[config.mk]
export PLATFORM = sky130hd
export DESIGN_NAME = apb4_mem_slave
export DESIGN_NICKNAME = d
export VERILOG_FILES = /design/src/rtl/apb4_mem_slave_pkg.sv /design/src/rtl/apb4_mem_slave_sram.sv /design/src/rtl/apb4_mem_slave.sv
export SDC_FILE = /design/constraint.sdc
export NUM_CORES = 2
export LEC_CHECK = 0
export CAP_MARGIN = 20
export CORE_MARGIN = 5
export CORE_UTILIZATION = 55
export CTS_CLUSTER_SIZE = 30
export DETAILED_ROUTE_END_ITERATION = 12
export PLACE_DENSITY_LB_ADDON = 0.1
export REMOVE_ABC_BUFFERS = 1
export SYNTH_ARGS = -nofsm -noshare
export SYNTH_HDL_FRONTEND = slang
export SYNTH_SLANG_ARGS = --single-unit
export TNS_END_PERCENT = 1
[constraint.sdc]
create_clock -name pclk -period 6.3 [get_ports pclk]
set_input_delay 1.26 -clock pclk [delete_from_list [all_inputs] [get_ports pclk]]
set_output_delay 1.26 -clock pclk [all_outputs]
set_load 0.02 [all_outputs]
[src/rtl/apb4_mem_slave_pkg.sv]
// Shared types and helpers for the APB4 memory completer: FSM state encoding,
// wait-counter width and memory index width derivation.
package apb4_mem_slave_pkg;

   typedef enum logic {
      IDLE   = 1'b0,
      ACCESS = 1'b1
   } state_e;

   localparam int WCNT_W = 4;

   function automatic int idx_width(input int depth);
      return (depth > 1) ? $clog2(depth) : 1;
   endfunction

endpackage

[src/rtl/apb4_mem_slave_sram.sv]
// Single-port word RAM with per-byte write enables and a registered read port.
// A write cycle leaves the read register untouched.
module sp_sram_be #(
   parameter int DEPTH = 64,
   parameter int DW    = 32,
   parameter int IW    = 6
) (
   input  logic              clk,
   input  logic              en,
   input  logic              we,
   input  logic [DW/8-1:0]   be,
   input  logic [IW-1:0]     addr,
   input  logic [DW-1:0]     wdata,
   output logic [DW-1:0]     rdata
);

   logic [DW-1:0] mem_q [DEPTH];
   logic [DW-1:0] rdata_q;

   always_ff @(posedge clk) begin
      if (en) begin
         if (we) begin
            for (int i = 0; i < DW/8; i++) begin
               if (be[i]) begin
                  mem_q[addr][8*i +: 8] <= wdata[8*i +: 8];
               end
            end
         end else begin
            rdata_q <= mem_q[addr];
         end
      end
   end

   assign rdata = rdata_q;

endmodule

[src/rtl/apb4_mem_slave.sv]
// APB4 completer in front of a word RAM: wait-state insertion, address/alignment
// error decode and byte-strobed writes committed at the end of the ready cycle.
module apb4_mem_slave
   import apb4_mem_slave_pkg::*;
#(
   parameter int AW          = 8,
   parameter int DW          = 32,
   parameter int MEM_DEPTH   = 64,
   parameter int WAIT_STATES = 0
) (
   input  logic              pclk,
   input  logic              presetn,
   input  logic              psel,
   input  logic              penable,
   input  logic              pwrite,
   input  logic [AW-1:0]     paddr,
   input  logic [DW-1:0]     pwdata,
   input  logic [DW/8-1:0]   pstrb,
   input  logic [2:0]        pprot,
   output logic [DW-1:0]     prdata,
   output logic              pready,
   output logic              pslverr
);

   localparam int IW = idx_width(MEM_DEPTH);

   state_e              state_q, state_d;
   logic [WCNT_W-1:0]   cnt_q, cnt_d;
   logic [IW-1:0]       idx_q, idx_d;
   logic                wr_q, wr_d;
   logic                err_q, err_d;

   logic [AW-3:0]       pidx;
   logic                addr_err;
   logic                ram_en;
   logic                ram_we;
   logic [IW-1:0]       ram_addr;
   logic [DW-1:0]       ram_rdata;
   logic                unused_ok;

   assign unused_ok = &{1'b0, pprot, 1'b0};

   assign pidx     = paddr[AW-1:2];
   assign addr_err = (paddr[1:0] != 2'b00) || (32'(pidx) >= 32'(MEM_DEPTH));

   always_ff @(posedge pclk) begin
      if (!presetn) begin
         state_q <= IDLE;
         cnt_q   <= '0;
         idx_q   <= '0;
         wr_q    <= 1'b0;
         err_q   <= 1'b0;
      end else begin
         state_q <= state_d;
         cnt_q   <= cnt_d;
         idx_q   <= idx_d;
         wr_q    <= wr_d;
         err_q   <= err_d;
      end
   end

   // RAM is read at the setup edge and written at the edge closing the ready cycle
   always_comb begin
      state_d  = state_q;
      cnt_d    = cnt_q;
      idx_d    = idx_q;
      wr_d     = wr_q;
      err_d    = err_q;
      ram_en   = 1'b0;
      ram_we   = 1'b0;
      ram_addr = pidx[IW-1:0];
      case (state_q)
         IDLE: begin
            if (psel && !penable) begin
               state_d = ACCESS;
               cnt_d   = WCNT_W'(WAIT_STATES);
               idx_d   = pidx[IW-1:0];
               wr_d    = pwrite;
               err_d   = addr_err;
               ram_en  = !addr_err && !pwrite;
            end
         end
         ACCESS: begin
            if (!psel) begin
               state_d = IDLE;
            end else if (cnt_q != '0) begin
               cnt_d = cnt_q - 1'b1;
            end else begin
               state_d = IDLE;
               if (wr_q && !err_q) begin
                  ram_en   = 1'b1;
                  ram_we   = 1'b1;
                  ram_addr = idx_q;
               end
            end
         end
         default: state_d = IDLE;
      endcase
   end

   sp_sram_be #(
      .DEPTH (MEM_DEPTH),
      .DW    (DW),
      .IW    (IW)
   ) u_sram (
      .clk   (pclk),
      .en    (ram_en),
      .we    (ram_we),
      .be    (pstrb),
      .addr  (ram_addr),
      .wdata (pwdata),
      .rdata (ram_rdata)
   );

   assign pready  = (state_q == ACCESS) && (cnt_q == '0);
   assign pslverr = pready && err_q;
   assign prdata  = (pready && !wr_q && !err_q) ? ram_rdata : '0;

endmodule

==> flow_metrics.py <==
metrics = {
    "global_route": {
        "antenna_found_initial": 4,
        "grt_use_total_pct": 26.06,
        "grt-ovfl-total": 0,
        "grt_pass1_wl_microns": 293300,
        "grt_max_degree": 134,
        "grt_pass1_vias": 43190,
    },
    "worst_setup_path": {
        "crit_required_ns": 5.04,
        "worst-path-max-fanout": 33,
        "critPathKind": "reg -> out",
        "reg2reg_depth": 10,
        "rrSetupSlack_ns": 1.85,
        "end_kind": "output pin",
        "arrival_ns": 4.10,
        "regToRegStartpoint": "cnt_q[0]",
        "start_kind": "register",
        "rr_endpoint": "u_sram.rdata[31]",
    },
    "placed_design": {
        "placed_cells": 6415,
        "pre_cts_slack_ns": 0.8698,
        "gp_congestion": 0.7834,
        "dpl_cell_area_sq_um": 82610,
        "hpwl_microns": 110300,
        "numPortBuffers": 82,
    },
    "synthesis": {
        "ys.flop_type": "edfxtp_1",
        "synth_cell_types": 48,
        "synth_edf_count": 2080,
        "synthDominantCellAreaShare_pct": 78.73,
        "synth_cells": 4636,
        "ys_ff_latch": 2093,
        "yosys.area.top_type": "edfxtp_1",
        "syn_area_sq_um": 79330,
        "yosysSeqAreaShare_pct": 79.06,
        "synthArstFlopShare_pct": 0,
        "synth_area_leaders": "edfxtp_1, a22oi_1, a21boi_0",
        "ys.warnings.count": 0,
        "syn_area_per_cell_sq_um": 17.11,
    },
    "power": {
        "p_leak_nw": 26.82,
        "finalPower_w": 0.02830,
        "power_density_nw_per_um2": 316.9,
        "irDropWorstVdd_mv": 0.3042,
    },
    "drt": {
        "ant_nets": 0,
        "dr_total_vias": 44345,
        "drcViolationCount": 0,
        "dr.pass1.iters": 7,
        "wirelength_microns": 201400,
        "drt_iter0_drc": 4860,
        "vias_per_cell": 6.515,
        "drt-wirelength-per-cell_microns": 29.59,
    },
    "min_path": {
        "min_from": "idx_q[4]",
        "hold_depth": 2,
        "hp-class": "reg -> reg",
        "min_delay_worst_endpoint": "idx_q[4]",
    },
    "floorplan": {
        "core-area_sq_um": 143500,
        "fp.dieW_microns": 389.8,
        "dieArea_sq_um": 151900,
        "fp.dieH_microns": 389.8,
        "rows": 139,
        "ios": 86,
        "initial_utilization_pct": 55.29,
    },
    "clock_network": {
        "cts_hold_buffers": 0,
        "cts.path.max_buffers": 3,
        "cts_sinks": 2093,
        "cts_buffers": 203,
        "clk_latency_ns": 0.82,
        "path_clk_slew_ns": 0.06,
        "cts_root_buf": "clkbuf_16",
        "htree_levels": 4,
        "cts_tree": "done",
        "cts_setup_buffers": 0,
        "cts_resized": 0,
    },
    "layout": {
        "drive_gt1_share_pct": 10.98,
        "layout.nets": 4778,
        "final_cell_mix": "edfxtp_1, a22oi_1, a21boi_0, nor2_1, o21a_1",
        "syn_to_final_growth_pct": 12.57,
        "multi_input_area_sq_um": 15340,
        "final_common_cell": "edfxtp_1",
        "design_area_sq_um": 89300,
        "n_fill_cell": 10213,
        "layoutNonFillerInstCount": 6807,
        "seq_area_sq_um": 62720,
    },
    "timing": {
        "setup_ws_ns": 0.9357,
        "slew_headroom_pct": 24.69,
        "rsz0062_at_grt": "false",
        "maxSlewViolCount": 0,
        "setup_viol": 0,
        "min_period_ns": 5.364,
        "fmax_ghz": 0.1864,
        "finalHoldViolations": 0,
        "finClkSkew_ns": 0.02163,
        "worst_pin_slew_ns": 1.101,
        "fin_crit_sh_pct": 85.15,
    },
    "job": {
        "maxCapViolCount": 0,
    },
    "status": {
        "outcome": "finished clean",
    },
}
[power breakdown]
group          internal [W]  leakage [nW]  switching [W]
clock network       0.00690          3.20        0.00505
logic              0.000287          4.83       0.000744
registers            0.0153          18.8     0.00000553
[worst max-delay path: stages, from the launching register on]
cell,delay (ns)
dfxtp_1,0.33
inv_1,0.06
ha_1,0.17
nor3b_2,0.63
and2_1,0.26
nor3b_2,0.17
buf_4,0.51
and2_1,0.43
clkdlybuf4s50_1,0.68
[sequential cells by signal, summed over array words and instances, names as in the netlist]
register / flops
err_q: 1
cnt_q: 4
idx_q: 6
u_sram.mem_q: 2048
state_q: 1
wr_q: 1
u_sram.rdata: 32
[how the worst max path moves through the flow]
stage	start	endpoint	cells after the start
detailed placement	psel	u_sram.rdata[18]	9
global placement	psel	u_sram.rdata[18]	9
global route	cnt_q[0]	prdata[30]	8
CTS	cnt_q[0]	prdata[30]	8
finish	cnt_q[0]	prdata[30]	8
floorplan	psel	u_sram.rdata[29]	7
[layout make-up]
class	count	area share, %
diodes	6	0.01681
clock buffers	265	6.207
clock inverters	113	1.125
inverters	7	0.02942
multi-input cells	2185	17.18
flip-flops and latches	2093	70.23
well taps	1903	2.666
repair buffers	235	2.539
[cells in the mapped netlist (all sizes together), types with 2 or more instances]
cell type / n
edfxtp: 2080
a22oi: 512
a21boi: 359
nor2: 298
clkbuf: 280
o21a: 225
a31oi: 194
a2111oi: 192
buf: 71
a221oi: 64
a22o: 64
a31o: 64
nand2: 40
nor4: 38
and2: 35
nand4: 35
nand3: 19
dfxtp: 13
inv: 7
nand2b: 6
or2: 5
nor2b: 4
nor3b: 4
mux2i: 3
or4: 3
a2111o: 2
a211oi: 2
nor3: 2
o21ai: 2
o41ai: 2
or3b: 2
[kinds of logic after synthesis]
logic type               synth area share, %
flip-flops                             79.06
AO/OA/AOI/OAI                          16.27
AND/OR/NAND/NOR                        2.828
buffers and inverters                  1.770
multiplexers                         0.03785
XOR/XNOR                             0.02208
adder cells (fa/ha/maj)              0.01577
[metrics by stage]
step                utilization, %  setup TNS (ns)  hold WS (ns)
global placement             57.56               0        0.4547
global route                 62.23               0        0.5166
floorplan                        -         -538.97        0.4428
finish                       62.24               0        0.4666
detailed placement           57.57               0        0.4609
CTS                          62.14               0        0.4696
[per-layer routing]
layer  up-vias  wire length (microns)  GRT usage (%)
li1      19418                      -              -
met1     22665                  84520          38.12
met2      1939                  94920          40.33
met3       323                  16240          5.060
met4         0                   5727          7.992
met5         -                      0              0
No activity file was read; power rests on OpenSTA's default activity.
